<file path="src/rtl/ctr_pkg.sv">
// ---------------------------------------------------------------------------
// ctr_pkg
// Shared constants and the seek FSM state encoding for the seek controller
// and the up/down counter it drives.
//   W   : width of the count, target and step counter
//   MAX : highest legal count value
// ---------------------------------------------------------------------------
package ctr_pkg;

    localparam int W   = 5;
    localparam int MAX = 20;

    typedef enum logic [2:0] {
        IDLE   = 3'd0,
        CMP    = 3'd1,
        STEP   = 3'd2,
        SETTLE = 3'd3,
        DONE   = 3'd4,
        ERR    = 3'd5
    } state_t;

endpackage

</file>
<file path="src/rtl/cmp_mag.sv">
// ---------------------------------------------------------------------------
// cmp_mag
// W-bit unsigned magnitude comparator.
//   i_a, i_b : operands (unsigned)
//   o_eq     : i_a == i_b
//   o_gt     : i_a >  i_b
// ---------------------------------------------------------------------------
module cmp_mag #(
    parameter int W = 5
) (
    input  logic [W-1:0] i_a,
    input  logic [W-1:0] i_b,
    output logic         o_eq,
    output logic         o_gt
);

    assign o_eq = (i_a == i_b);
    assign o_gt = (i_a >  i_b);

endmodule

</file>
<file path="src/rtl/ctr_seek_ctrl.sv">
// ---------------------------------------------------------------------------
// ctr_seek_ctrl
// Drives an external up/down counter one step at a time until its output
// matches a requested target. Each step is CMP -> STEP -> SETTLE so the
// counter's register latency is absorbed before the next compare.
//   clk    : clock, rising edge
//   rst    : asynchronous active-high reset
//   start  : seek request, sampled in IDLE only
//   target : requested count, captured with start
//   cur    : registered output of the counter
//   ct     : counter direction (0 = increment, 1 = decrement)
//   cn     : counter enable, one cycle per step
//   busy   : seek in progress (CMP, STEP, SETTLE)
//   done   : one-cycle pulse when cur reached the target
//   err    : one-cycle pulse on illegal target or on timeout
//   steps  : cn pulses issued in the current or last seek
// All outputs are registered (Moore); each is written together with the
// state it belongs to.
// ---------------------------------------------------------------------------
module ctr_seek_ctrl #(
    parameter int W   = ctr_pkg::W,
    parameter int MAX = ctr_pkg::MAX
) (
    input  logic         clk,
    input  logic         rst,
    input  logic         start,
    input  logic [W-1:0] target,
    input  logic [W-1:0] cur,
    output logic         ct,
    output logic         cn,
    output logic         busy,
    output logic         done,
    output logic         err,
    output logic [W-1:0] steps
);

    import ctr_pkg::*;

    localparam logic [W-1:0] MAX_W     = W'(MAX);
    localparam logic [W-1:0] TIMEOUT_W = W'(MAX + 1);

    state_t       r_state;
    logic [W-1:0] r_tgt_q;
    logic         r_dir;

    logic w_cur_eq;
    logic w_cur_gt;
    logic w_max_eq;
    logic w_max_gt;
    logic w_tgt_legal;
    logic w_steps_max;

    // Compare of the counter against the latched target.
    cmp_mag #(.W(W)) u_cmp_cur (
        .i_a  (cur),
        .i_b  (r_tgt_q),
        .o_eq (w_cur_eq),
        .o_gt (w_cur_gt)
    );

    // Same comparator reused with MAX on the left: target <= MAX is legal.
    cmp_mag #(.W(W)) u_cmp_lim (
        .i_a  (MAX_W),
        .i_b  (target),
        .o_eq (w_max_eq),
        .o_gt (w_max_gt)
    );

    assign w_tgt_legal = w_max_eq | w_max_gt;
    assign w_steps_max = (steps == TIMEOUT_W);

    // r_dir is only non-zero during STEP, so it can drive ct straight from
    // the flop and ct reads 0 in every other state.
    assign ct = r_dir;

    // NOTE: sequential state uses non-blocking assignments only; the pulse
    // outputs are defaulted to 0 each cycle so they last exactly one state.
    always_ff @(posedge clk or posedge rst) begin
        if (rst) begin
            r_state <= IDLE;
            r_tgt_q <= '0;
            r_dir   <= 1'b0;
            cn      <= 1'b0;
            busy    <= 1'b0;
            done    <= 1'b0;
            err     <= 1'b0;
            steps   <= '0;
        end else begin
            cn    <= 1'b0;
            busy  <= 1'b0;
            done  <= 1'b0;
            err   <= 1'b0;
            r_dir <= 1'b0;

            case (r_state)
                IDLE: begin
                    if (start) begin
                        if (w_tgt_legal) begin
                            r_tgt_q <= target;
                            steps   <= '0;
                            busy    <= 1'b1;
                            r_state <= CMP;
                        end else begin
                            err     <= 1'b1;
                            r_state <= ERR;
                        end
                    end
                end

                CMP: begin
                    if (w_cur_eq) begin
                        done    <= 1'b1;
                        r_state <= DONE;
                    end else if (w_steps_max) begin
                        // Counter is not following the enables.
                        err     <= 1'b1;
                        r_state <= ERR;
                    end else begin
                        r_dir   <= w_cur_gt;
                        cn      <= 1'b1;
                        busy    <= 1'b1;
                        r_state <= STEP;
                    end
                end

                STEP: begin
                    if (!w_steps_max) begin
                        steps <= steps + 1'b1;
                    end
                    busy    <= 1'b1;
                    r_state <= SETTLE;
                end

                SETTLE: begin
                    busy    <= 1'b1;
                    r_state <= CMP;
                end

                DONE:    r_state <= IDLE;
                ERR:     r_state <= IDLE;
                default: r_state <= IDLE;
            endcase
        end
    end

endmodule

</file>
<file path="config.mk">
export PLATFORM = sky130hd
export DESIGN_NAME = ctr_seek_ctrl
export DESIGN_NICKNAME = d
export VERILOG_FILES = /design/src/rtl/ctr_pkg.sv /design/src/rtl/cmp_mag.sv /design/src/rtl/ctr_seek_ctrl.sv
export SDC_FILE = /design/constraint.sdc
export NUM_CORES = 1
export LEC_CHECK = 0
export CAP_MARGIN = 40
export CORE_ASPECT_RATIO = 0.6
export CORE_MARGIN = 2
export CORE_UTILIZATION = 41
export CTS_CLUSTER_SIZE = 20
export DETAILED_ROUTE_END_ITERATION = 10
export DONT_BUFFER_PORTS = 1
export PLACE_DENSITY = 0.62
export SLEW_MARGIN = 20
export SYNTH_ARGS = -nofsm -noshare
export SYNTH_HDL_FRONTEND = slang
export SYNTH_SLANG_ARGS = --single-unit
</file>
<file path="constraint.sdc">
create_clock -name clk -period 4.8 [get_ports clk]
set_clock_uncertainty 0.1 [all_clocks]
set_input_delay 0 -clock clk [delete_from_list [all_inputs] [get_ports clk]]
set_output_delay 0 -clock clk [all_outputs]
set_load 0.02 [all_outputs]
</file>
## After elaboration in Yosys (flattened, before gate mapping)

Index checks and enable logic that the tools add are counted.

- Flip-flop bits (word level): 18
- Input port bits: 13
- Output and inout port bits: 10
- Word-level logic and storage cells: 51

- Add/subtract/negate cells: 1
- $lt $le $gt $ge: 2
- Equality and inequality tests: 9
- Mux-type cells: 25
- Bitwise logic cells: 1
- Reduce and logical (&&, ||, !) cells: 5

Operator list:

| kind | count |
|---|---|
| $mux 5 | 3 |
| $mux 1 | 14 |
| $mux 3 | 4 |
| $pmux 3 s4 | 1 |
| $pmux 5 s2 | 1 |
| $eq 3x2->1 const B | 2 |
| $ne 2x2->1 const B | 3 |
| $add 5x1->5 const B | 1 |
| $eq 5x5->1 | 1 |
| $eq 5x5->1 const A | 1 |
| $eq 5x5->1 const B | 1 |
| $gt 5x5->1 | 1 |
| $gt 5x5->1 const A | 1 |
| $reduce_and 4->1 | 1 |
| $eq 3x1->1 const B | 1 |
| $logic_not 3->1 | 1 |
| $pmux 1 s3 | 1 |
| $reduce_and 3->1 | 1 |
| $pmux 1 s2 | 1 |
| $reduce_bool 2->1 | 1 |
| $reduce_or 2->1 | 1 |
| $or 1x1->1 | 1 |

## Longest topological paths before layout

Gate-level depths: netlist of the first run.

- Depth in word-level cells: 5
- Gate-level depth with buffers: 6
- Depth with buffers taken out: 5

## By module

A second synthesis of the first run with hierarchy kept.

- Cells, all modules: 110
- Area total of the unflattened synthesis: 1129.8 µm²

By module, submodules not included:

| module | times used | cells an instance | area an instance (µm²) | sequential area each (µm²) |
|---|---|---|---|---|
| ctr_seek_ctrl | 1 | 72 | 844.6 | 450.4 |
| cmp_mag | 2 | 19 | 142.6 | 0.0 |

## Least setup slack after synthesis of the first run

Ideal clock, no wire load.

- Kind: register to register
- From: register steps[1]
- To: register steps[3]
- Setup time: 87 ps
- Data arrival time: 1623 ps
- Data required time: 4613 ps
- Setup slack: 2990 ps
- Stages on the path, launching flop included: 7
- Path buffers: 1
- Clock period less this slack: 1810 ps
- Cell sequence: dfrtp_1 inv_1 ha_1 and4b_1 clkbuf_1 or4_1 o211ai_1

- Longest elaborated chain between the ends: 3
- Elaborated cells between the ends (all ways): 6
- Classes of those cells: 1 x add/sub; 2 x eq/ne; 2 x mux; 1 x reduce/logical

RTL lines:

| item | line | text |
|---|---|---|
| start, declared | ctr_seek_ctrl.sv:34 | `output logic [W-1:0] steps` |
| start signal, assigned | ctr_seek_ctrl.sv:128 | `steps <= steps + 1'b1;` |
| $add 5x1->5 or $eq 5x5->1 (tied branches) | ctr_seek_ctrl.sv:128, ctr_seek_ctrl.sv:70 |  |
| $mux 5 or $ne 2x2->1 (tied branches) | - |  |
| $pmux 5 s2 or $reduce_and 4->1 (tied branches) | - |  |

Parallel ways exist; a longest one is shown, timed or not. The select of a mux whose other input is x is not followed.
A chain may end at the register's enable or synchronous reset.

## Final worst setup path of the first run

- From: register r_state[0]
- To: register r_tgt_q[4]

- Longest elaborated chain between the ends: 2

RTL lines:

| item | line | text |
|---|---|---|
| start, declared | ctr_seek_ctrl.sv:42 | `state_t r_state;` |
| start signal, assigned | ctr_seek_ctrl.sv:80 | `r_state <= IDLE;` |
| start signal, assigned | ctr_seek_ctrl.sv:102 | `r_state <= CMP;` |
| start signal, assigned | ctr_seek_ctrl.sv:105 | `r_state <= ERR;` |
| $logic_not 3->1 | ctr_seek_ctrl.sv:95 | `case (r_state)` |
| $reduce_and 3->1 (no source line) | - |  |
| end signal, assigned | ctr_seek_ctrl.sv:99 | `r_tgt_q <= target;` |
| end, declared | ctr_seek_ctrl.sv:43 | `logic [W-1:0] r_tgt_q;` |

No other way between the ends.

==> impl_metrics.tcl, run 1 <==
set metrics [dict create \
    status "finished, final reports clean" \
    synth_ff_type "dfrtp_1" \
    cts_sinks 18 \
    start_util_pct 44.1 \
    synth_compound_area_share_pct 16.9 \
    setup_viol 0 \
    slowest_stage "or4b_4" \
    crit_buf_inv 1 \
    period_share_pct 46.0 \
    fp.dieH_microns 41.8 \
    fillCellCount 217 \
    io_buffers 0 \
    path_clk_slew_ns 0.06 \
    crit_arrival_ns 2.30 \
    min_to "err$_DFF_PP0_" \
    grt_max_degree 19 \
    num_rows 13 \
    min_path_cells 3 \
    synth_edf_count 0 \
    cp.required_ns 4.89 \
    max-vdd-ir-drop_v 0.000212 \
    cpPeakStageDelay_ns 0.59 \
    cts_resized 0 \
    core_sq_mm 0.00221 \
    reg2reg_from "r_state[0]$_DFFE_PP0N_" \
    overflow 0 \
    syn_area_per_cell_sq_um 10.5 \
    final_common_cell "dfrtp_1" \
    power.density_mw_per_mm2 569 \
    worst_slew_pin_slew_ns 0.691 \
    die-area_sq_mm 0.00280 \
    yosysSeqAreaShare_pct 46.2 \
    holdCritStartpoint "start" \
    gr-max-usage-layer "met1" \
    maxCapViolCount 0 \
    synth_top_family_by_area "simple AND/OR/NAND/NOR gates" \
    synthMuxAreaShare_pct 4.62 \
    ios 23 \
    ff2ff_path_depth 4 \
    grt_antenna_before_repair 0 \
    routedWlPerCell_microns 14.9 \
    p_leak_nw 0.499 \
    ys_warn_count 0 \
    syn_nets 113 \
    layout_common_cells "dfrtp_1, inv_1, o21ai_0, dlygate4sd3_1, ha_1" \
    regToRegSetupSlack_ns 2.59 \
    crit_fanout 10 \
    place.gp.congestion 0.812 \
    crit_chain "or4b_4 -> a21oi_4 -> o22a_1 -> dlygate4sd3_1" \
    period_minus_slack_ns 2.21 \
    slew_headroom_pct 53.9 \
    syn_area_sq_um 976 \
    critPathCaptureType "flip-flop" \
    cts_max_level 1 \
    grt_pass1_wl_mm 3.49 \
    dieWidth_microns 67.0 \
    reg2reg_to "r_tgt_q[4]$_DFFE_PP0P_" \
    grt_usage_pct 17.1 \
    totalWireLength_mm 1.96 \
    synth.ff_latch_count 18 \
    final_cells 132 \
    hold_viol 0 \
    yosys.area_share.simple_pct 18.2 \
    clock_latency_ns 0.25 \
    fmaxAchievable_ghz 0.453 \
    gr-usage-met1_pct 24.8 \
    cts_buffer_depth 2 \
    dpl-instance-area_sq_mm 0.00100 \
    start_kind "flip-flop" \
    synthXorXnorAreaFrac_pct 0 \
    firstDrtPassIters 4 \
    drt-vias-per-instance 5.61 \
    critPathKind "flip-flop to flip-flop" \
    yosysUniqueCellTypes 33 \
    drive_above_1_share_pct 15.7 \
    rsz0062_at_grt "no" \
    drtAntennaViolNets 0 \
    gr-usage-met3_pct 8.13 \
    synth_fa_ha_area_share_pct 8.97 \
    syn_inst 93 \
    fin_tns_setup_ns 0 \
    drc 0 \
    root_buffer "clkbuf_8" \
    grt_util_met2_pct 20.8 \
    stdcell_area_sq_mm 0.00113 \
    dp_hpwl_mm 1.49 \
    path_delay_family "simple AND/OR/NAND/NOR gates" \
    first_iter_violations 99 \
    min_path_type "input pin to flip-flop" \
    drv_slew 0 \
    dp_cells 120 \
    async_flop_share_pct 100 \
    cts_made_buffers 3 \
    vias 740 \
    fin_nets 124 \
    cts_tree "built" \
    grt_pass1_vias 711 \
    area_delta_synth_final_pct 16.0 \
    diodes 0 \
]
## layout make-up
type	instances	area, sq um	share of cell area (%)
clock buffer	3	41.3	3.65
tap	30	37.5	3.31
sequential	18	450	39.8
multi-input combinational	62	475	42.0
inverter	10	37.5	3.31
timing repair buffer	9	90.1	7.96
## cell families after synthesis
group / count (synthesis)
simple gates: 27
flops: 18
fa+ha+maj: 7
buf+inv: 13
mux: 4
compound gates: 24
## worst max-delay path by stage
stage	slack (ns)	cells after the start	endpoint	start
floorplan	2.99	6	steps[3]$_DFFE_PP0P_	steps[1]$_DFFE_PP0P_
global placement	2.93	3	r_tgt_q[2]$_DFFE_PP0P_	r_state[0]$_DFFE_PP0N_
detailed placement	2.90	3	r_tgt_q[1]$_DFFE_PP0P_	r_state[0]$_DFFE_PP0N_
CTS	2.59	4	r_tgt_q[4]$_DFFE_PP0P_	r_state[0]$_DFFE_PP0N_
global route	2.51	4	r_tgt_q[4]$_DFFE_PP0P_	r_state[0]$_DFFE_PP0N_
finish	2.59	4	r_tgt_q[4]$_DFFE_PP0P_	r_state[0]$_DFFE_PP0N_
## Yosys cell counts, drive strengths merged (3+ instances only)
library cell / count / area (sq um)
a21oi: 3 / 26.3
clkbuf: 3 / 12.5
dfrtp: 18 / 450
ha: 7 / 87.6
inv: 10 / 37.5
mux2: 4 / 45.0
nand3: 5 / 25.0
o211ai: 4 / 30.0
o21ai: 9 / 45.0
or3: 3 / 22.5
## routing by layer
layer | wire length, microns | share of wire [%]
met1 | 972 | 50
met2 | 770 | 39
met3 | 179 | 9.1
met4 | 38 | 1.9
met5 | 0 | 0
## stage by stage
stage	util (%)	setup WS, ns	hold WS [ns]	total power, W
global placement	45.2	2.93	-0.0806	0.000525
floorplan	-	2.99	-0.161	0.000480
finish	51.2	2.59	0.0183	0.000645
detailed placement	45.2	2.90	-0.0702	0.000532
global route	51.2	2.51	0.0376	0.000704
CTS	51.2	2.59	0.00902	0.000652
## where the power goes
part / leakage (nW) / total [W] / internal, W / switching, W
clock: 0.0216 / 0.000103 / 0.0000558 / 0.0000473
combinational: 0.249 / 0.000222 / 0.000113 / 0.000110
sequential: 0.229 / 0.000319 / 0.000216 / 0.000103
total: 0.499 / 0.000645 / 0.000385 / 0.000260
## sequential cells by signal (all words and copies together), names as in the netlist
name,count
err,1
ct,1
done,1
busy,1
r_state,3
r_tgt_q,5
steps,5
cn,1
## timing repair
item,in CTS,in global routing
buffers inserted,0,0
hold buffers,9,0
endpoints found under the hold margin,25,0
## worst reg2reg max path, cell delays in order, from the launching register on
cell and delay (ns):
dfrtp_1 0.45, or4b_4 0.59, a21oi_4 0.28, o22a_1 0.19, dlygate4sd3_1 0.53
Power figures use the tool's default switching activity.
==> inputs of run 2 (changes only) <==
- ABC_AREA: default -> 1
- clock period: 4.8 -> 2.14 ns (I/O delays scaled with it)
==> impl_metrics.tcl, run 2 <==
set metrics [dict create \
    path_clk_slew_ns 0.07 \
    setup_viol 0 \
    cts_max_level 1 \
    clock_latency_ns 0.26 \
    crit_buf_inv 2 \
    critPathKind "flip-flop to flip-flop" \
    drv_slew 0 \
    fmaxAchievable_ghz 0.565 \
    power.density_mw_per_mm2 1140 \
    p_leak_nw 0.638 \
    fp.dieH_microns 43.5 \
    totalWireLength_mm 2.22 \
    yosys-top-cells-area "dfrtp_1, nand2_1, ha_1" \
    drive_above_1_share_pct 14.8 \
    fin_tns_setup_ns 0 \
    period_share_pct 82.7 \
    critPathCaptureType "flip-flop" \
    routedWlPerCell_microns 12.8 \
    grt_antenna_before_repair 0 \
    synth_edf_count 0 \
    die-area_sq_mm 0.00304 \
    syn_area_sq_mm 0.00107 \
    synth_top_area_cell "dfrtp_1" \
    ys_warn_count 0 \
    start_util_pct 42.9 \
    cp.required_ns 2.24 \
    syn_inst 129 \
    crit_arrival_ns 1.87 \
    multi_input_area_sq_um 548 \
    start_kind "flip-flop" \
    place.gp.congestion 0.800 \
    area_delta_synth_final_pct 17.3 \
    firstDrtPassIters 4 \
    cts_sinks 18 \
    whs_ns 0.0268 \
    fillCellCount 242 \
    slowest_stage "dlygate4sd3_1" \
    cts_tree "built" \
    ios 23 \
    synth.most_common_cell "nand2_1" \
    maxCapViolCount 0 \
    crit_chain "inv_2 -> nand3_2 -> nor2_2 -> nand3_1 -> dlygate4sd3_1 -> nand2_1" \
    async_flop_share_pct 100 \
    fin_nets 164 \
    synth_top_area_share_pct 42.3 \
    vias 888 \
    drt-vias-per-instance 5.10 \
    synth_ff_type "dfrtp_1" \
    cpPeakStageDelay_ns 0.57 \
    dp_hpwl_mm 1.64 \
    grt_pass1_wl_mm 3.80 \
    first_iter_violations 36 \
    io_buffers 0 \
    min_path_type "input pin to flip-flop" \
    cts_made_buffers 3 \
    synth.ff_latch_count 18 \
    hold_viol 0 \
    grt_max_degree 19 \
    path_delay_family "buffers and inverters" \
    num_rows 14 \
    crit_fanout 4 \
    layout_common_cells "nand2_1, dfrtp_1, nor2_1" \
    grt_pass1_vias 829 \
    root_buffer "clkbuf_8" \
    period_minus_slack_ns 1.77 \
    grt_usage_pct 16.4 \
    syn_area_per_cell_sq_um 8.26 \
    utilization_pct 50.3 \
    cts_buffer_depth 2 \
    diodes 0 \
    synth_commonest_cells "nand2_1, dfrtp_1, nor2_1, inv_1, nand3_1" \
    drtAntennaViolNets 0 \
    reg_top3 "r_tgt_q: 5 flops, steps: 5 flops, r_state: 3 flops" \
    max-vdd-ir-drop_v 0.000359 \
    yosysSeqAreaShare_pct 42.3 \
    rsz0062_at_grt "no" \
    regArea_sq_um 450 \
    dieWidth_microns 69.8 \
    worst_slew_pin_slew_ns 0.715 \
    core_sq_mm 0.00249 \
    syn_nets 149 \
    slew_headroom_pct 52.3 \
    overflow 0 \
    final_common_cell "nand2_1" \
    drc 0 \
    yosysUniqueCellTypes 23 \
    status "finished, final reports clean" \
]
run 2: cell count changes after synthesis, sizes merged, moves of 6 or more:
cell and change:
nand2 +35, nor2 +15, nand3 +11, inv +6, o21ai -6
run 2: metrics by stage:
step / cell area [sq um] / setup slack [ns] / power [W] / cells
floorplan: 1070 / 0.735 / 0.00104 / 129
global placement: 1100 / 0.629 / 0.00115 / 160
detailed placement: 1100 / 0.613 / 0.00117 / 160
CTS: 1250 / 0.380 / 0.00143 / 174
global route: 1250 / 0.272 / 0.00153 / 174
finish: 1250 / 0.371 / 0.00142 / 174
run 2: final timing paths:
kind                                             start                endpoint  slack (ns)  cells after the start
worst max-delay path            r_state[1]$_DFFE_PP0N_  r_tgt_q[1]$_DFFE_PP0P_        0.37                      6
worst min-delay path                         target[4]  r_state[2]$_DFFE_PP0N_        0.03                      3
worst max register to register  r_state[1]$_DFFE_PP0N_  r_tgt_q[1]$_DFFE_PP0P_        0.37                      6
worst min register to register  r_tgt_q[3]$_DFFE_PP0P_  r_tgt_q[3]$_DFFE_PP0P_        0.37                      2
max in group asynchronous                          rst            ct$_DFF_PP0_        1.28                      2
min in group asynchronous                          rst    steps[1]$_DFFE_PP0P_        0.20                      2
run 2: layout make-up:
cell class              count  share of cell area (%)
clock buffers               3                    3.30
inverters                  16                    4.80
multi-input cells          94                    43.8
flip-flops and latches     18                    36.0
well taps                  32                    3.20
repair buffers             11                    8.81
run 2: where the power goes:
part	switching, W	internal [W]
Clock	0.000108	0.000125
Sequential	0.000152	0.000455
Combinational	0.000366	0.000213
Total	0.000626	0.000793
run 2: logic make-up after synthesis:
group,Yosys count,synth area share [%]
AO/OA/AOI/OAI,10,5.52
AND/OR/NAND/NOR,77,37.7
buffers and inverters,17,6.34
adder cells (fa/ha/maj),7,8.22
flip-flops,18,42.3
run 2: worst min-delay path: stages:
cell	delay, ns
o21a_1	0.12
nand3_4	0.15
a21oi_1	0.08
run 2: timing repair:
action / CTS / global route
endpoints found under the hold margin: 30 / 0
buffers inserted: 0 / 0
resized for setup: 0 / 0
hold buffers: 11 / 0
run 2: per-layer routing:
metal | track usage, % | wire (microns) | vias to the layer above
met4 | 3.46 | 18 | 0
met5 | 0 | 0 | -
li1 | - | - | 443
met1 | 24.5 | 1110 | 423
met3 | 5.35 | 122 | 4
met2 | 23.2 | 972 | 18
